**src/rtl/rx_sipo_check.sv**
```systemverilog
// rtl/rx_sipo_check.sv - rx serial-to-parallel frame capture with parity/framing/overrun checks
module rx_sipo_check #(
    parameter bit PARITY_ODD = 1'b0
) (
    input  logic       clk,
    input  logic       reset,
    input  logic       rx_in,
    input  logic       sample_done,
    input  logic       run_shift,
    input  logic       parity_load,
    input  logic       chk_stop,
    input  logic       rx_ack,
    output logic       parity_error,
    output logic [7:0] rx_data,
    output logic       rx_valid,
    output logic       frame_error,
    output logic       overrun_error
);

    logic [10:0] frame;
    logic [3:0]  bit_cnt;
    logic        perr_q;
    logic        perr;
    logic        shift_en;
    logic        good;
    logic        load;

    // Line bits enter at the top so the start bit ends up in frame[0] after 11 shifts.
    assign shift_en     = run_shift & sample_done & (bit_cnt < 4'd11);
    assign perr         = (^frame[9:1]) ^ PARITY_ODD;
    assign parity_error = parity_load & perr;
    assign good         = (bit_cnt == 4'd11) & ~frame[0] & frame[10] & ~perr_q;
    assign load         = chk_stop & good & (~rx_valid | rx_ack);

    always_ff @(posedge clk or negedge reset) begin
        if (!reset) begin
            frame         <= 11'h7FF;
            bit_cnt       <= 4'd0;
            perr_q        <= 1'b0;
            rx_data       <= 8'h00;
            rx_valid      <= 1'b0;
            frame_error   <= 1'b0;
            overrun_error <= 1'b0;
        end else begin
            frame_error   <= chk_stop & ~good;
            overrun_error <= chk_stop & good & rx_valid & ~rx_ack;

            if (chk_stop) begin
                bit_cnt <= 4'd0;
            end else if (shift_en) begin
                frame   <= {rx_in, frame[10:1]};
                bit_cnt <= bit_cnt + 4'd1;
            end else if (!run_shift && !parity_load) begin
                bit_cnt <= 4'd0;
            end

            if (parity_load) begin
                perr_q <= perr;
            end

            // A frame loading in the same cycle as an ack keeps rx_valid set.
            if (load) begin
                rx_data  <= frame[8:1];
                rx_valid <= 1'b1;
            end else if (rx_ack) begin
                rx_valid <= 1'b0;
            end
        end
    end

endmodule

```
**config.mk**
```make
export PLATFORM = sky130hd
export DESIGN_NAME = rx_sipo_check
export DESIGN_NICKNAME = d
export VERILOG_FILES = /design/src/rtl/rx_sipo_check.sv
export SDC_FILE = /design/constraint.sdc
export NUM_CORES = 1
export LEC_CHECK = 0
export CAP_MARGIN = 10
export CORE_ASPECT_RATIO = 0.8
export CORE_MARGIN = 2
export CORE_UTILIZATION = 51
export DETAILED_ROUTE_END_ITERATION = 8
export GPL_ROUTABILITY_DRIVEN = 0
export PLACE_DENSITY_LB_ADDON = 0.3
export SYNTH_ARGS = -nofsm -noshare
export SYNTH_HDL_FRONTEND = slang
export SYNTH_SLANG_ARGS = --single-unit
```
**constraint.sdc**
```tcl
create_clock -name clk -period 1.9 [get_ports clk]
set_input_delay 0.19 -clock clk [delete_from_list [all_inputs] [get_ports clk]]
set_output_delay 0.19 -clock clk [all_outputs]
set_load 0.03 [all_outputs]
```
==> run_results.csv <==
group,metric,value,unit
worst_setup_path,path_cells,"xnor2_2, xnor3_1, mux2i_2, buf_4",
power,internal_power,1.20,mW
detailed_routing,wl_per_cell,15.3,µm
global_routing,grt_pass1_wl,3470,µm
detailed_routing,ant_nets,0,
worst_setup_path,cp-end-kind,"output port",
cts,hold_buffers,0,
final_layout,layout_common_cells,"clkdlybuf4s50_1, dfrtp_1, mux2_2",
worst_hold_path,hold_path.class,"in -> async",
cts,cts_buffers,3,
cts,path_clk_slew,0.14,ns
synth,synth_area,1190,µm²
worst_setup_path,setup.worst_path.start_class,"register",
detailed_routing,vias_per_cell,5.40,
run_status,violations,"negative setup slack",
power,comb_power_share,38.3,%
timing,finalSetupViolations,1,
synth,postSynth.asyncResetShare,100,%
synth,yosysWarnings,0,
die,rows,15,
final_layout,n_fill_cell,160,
synth,synthFlopType,"dfrtp_1",
synth,yosysUniqueCellTypes,28,
cts,clock_path_buffers,2,
worst_setup_path,cp_max_fo,2,
cts,clock_sinks,27,
timing,layout_min_cycle_time,2.08,ns
timing,setup_ws,-0.185,ns
power,p_per_area,1160,nW/µm²
worst_setup_path,cp.arrival,1.89,ns
cts,clockRootBuffer,"clkbuf_4",
detailed_routing,routed-via-count,751,
place,dp_hpwl,1520,µm
die,dieArea,2740,µm²
synth,synth-seq-area-share,58.0,%
global_routing,grt_pass1_vias,722,
detailed_routing,dr.pass1.iters,4,
final_layout,final_cell_area,1490,µm²
timing,worstMarginPinSlew,0.341,ns
timing,finalSetupTns,-0.185,ns
power,p_clk_share,13.8,%
run_status,outcome,"finished with violations",
die,core,2180,µm²
synth,synth_cells,85,
power,p_total,1.73,mW
run,max_cap_violations,0,
timing,post-route-period-util,110,%
synth,ys_ff_latch,27,
global_routing,track_usage,18.0,%
worst_setup_path,critPathMaxStageDelay,0.59,ns
worst_setup_path,required,1.71,ns
power,switching_share,30.5,%
cts,ctsHtreeMaxLevel,1,
final_layout,final_common_cell,"clkdlybuf4s50_1",
power,power.switching,529,µW
power,irDropWorstVdd,0.00171,V
timing,slew_headroom,77.2,%
final_layout,layout.nets,124,
global_routing,grt_max_degree,28,
detailed_routing,drt_drc_violations_left,0,
timing,rsz0062_at_grt,"yes",
timing,timing.fmax,480,MHz
worst_setup_path,cp_slowest_cell,"dfstp_2",
power,seqPwrFrac,47.8,%
detailed_routing,wl,2120,µm
power,power_leakage,0.693,nW
cts,cts_tree,"yes",
die,die_w,58.0,µm
synth,synth-edff-count,0,
global_routing,antenna_found_initial,0,
place,place_area,1430,µm²
timing,skew,0.00406,ns
cts,clk_latency,0.31,ns
die,io_pins,20,
worst_setup_path,startpoint,"frame[5]",
synth,syn-mean-instance-area,14.0,µm²
final_layout,final_layout_size_suffix_gt1_share,36.8,%
worst_setup_path,criticalPathCategory,"reg -> out",
die,die_h,47.2,µm
final_layout,area_delta_synth_final,25.6,%
place,port-buffer-count,19,
worst_setup_path,r2r-start,"bit_cnt[0]",
synth,postSynthNetCount,94,
final_layout,diodes,0,
global_routing,overflow,0,
timing,slew_violations,0,
timing,hold_viol_final,0,
die,start_util,54.6,%
detailed_routing,drtIter0Drc,7,
power groups by stage:
| stage | Combinational (mW) | Clock, mW | Sequential (mW) |
|---|---|---|---|
| floorplan | 0.428 | 0 | 0.808 |
| global placement | 0.542 | 0 | 0.837 |
| detailed placement | 0.569 | 0 | 0.844 |
| CTS | 0.615 | 0.251 | 0.834 |
| global route | 0.707 | 0.270 | 0.845 |
| finish | 0.665 | 0.239 | 0.829 |
what timing repair did:
action                     in CTS  in global routing
resized for setup               1                  2
setup buffers                   2                  1
setup endpoints to repair       1                  8
pin swaps                       1                  0
Yosys cell counts, types with 2 or more instances:
cell type / n / area [µm²]
dfrtp_1: 16 / 400
mux2_2: 14 / 158
dfstp_2: 11 / 289
mux2_1: 5 / 56.3
nor2_1: 5 / 18.8
inv_1: 3 / 11.3
a21oi_1: 2 / 10.0
a31oi_1: 2 / 12.5
buf_4: 2 / 15.0
mux2i_1: 2 / 20.0
nand2_1: 2 / 7.51
nand3b_1: 2 / 15.0
nand4_1: 2 / 12.5
xnor2_1: 2 / 17.5
xnor3_1: 2 / 45.0
flip-flops by register name, indices dropped and copies added (netlist names):
signal	flops
overrun_error	1
frame	11
bit_cnt	4
rx_data	8
rx_valid	1
frame_error	1
perr_q	1
per-layer routing:
metal / global-route usage, % / wire, µm / part of all wire (%)
met5: 0 / 0 / 0
met3: 5.51 / 101 / 4.8
met4: 5.58 / 20 / 0.94
met1: 22.7 / 1000 / 47
met2: 30.7 / 995 / 47
worst paths after layout:
check	slack (ns)	to	depth (start not counted)
worst max-delay path	-0.18	parity_error	4
worst min-delay path	0.23	rx_data[5]	2
worst max register to register	0.13	rx_data[3]	6
worst min register to register	0.50	rx_data[4]	1
max in group asynchronous	1.36	frame[1]	2
min in group clk	0.49	frame[10]	2
final cells by class:
| class | instances | area [µm²] | share of cell area [%] |
|---|---|---|---|
| Sequential cell | 27 | 689 | 46.2 |
| Multi-Input combinational cell | 53 | 487 | 32.6 |
| Timing Repair Buffer | 27 | 248 | 16.6 |
| Tap cell | 25 | 31.3 | 2.10 |
| Clock buffer | 4 | 26.3 | 1.76 |
| Inverter | 3 | 11.3 | 0.754 |
cell families (layout without fill, tap and decap cells):
logic type / after synthesis / in the layout / synth area share [%]
AOI/OAI and AO/OA: 6 / 6 / 2.95
xor gates and xnor gates: 5 / 5 / 6.00
adders and majority gates: 1 / 1 / 1.05
buffers and inverters: 5 / 34 / 2.21
DFF: 27 / 27 / 58.0
muxes: 21 / 21 / 19.7
and+or+nand+nor: 20 / 20 / 10.1
worst max-delay path, delay by kind of cell, from the launching register on:
family    cells  cell delay (ns)
xor+xnor      2             0.58
buf+inv       1             0.19
flops         1             0.59
mux           1             0.22
metrics by stage:
step | hold slack [ns] | utilization [%] | setup WS, ns | std cells
global placement | 0.467 | 65.7 | 0.199 | 132
global route | 0.255 | 68.6 | -0.259 | 139
CTS | 0.231 | 67.9 | -0.196 | 138
finish | 0.232 | 68.6 | -0.185 | 139
floorplan | -0.106 | - | 0.00313 | 85
detailed placement | 0.475 | 65.7 | 0.136 | 132
No activity file was read; power rests on OpenSTA's default activity.
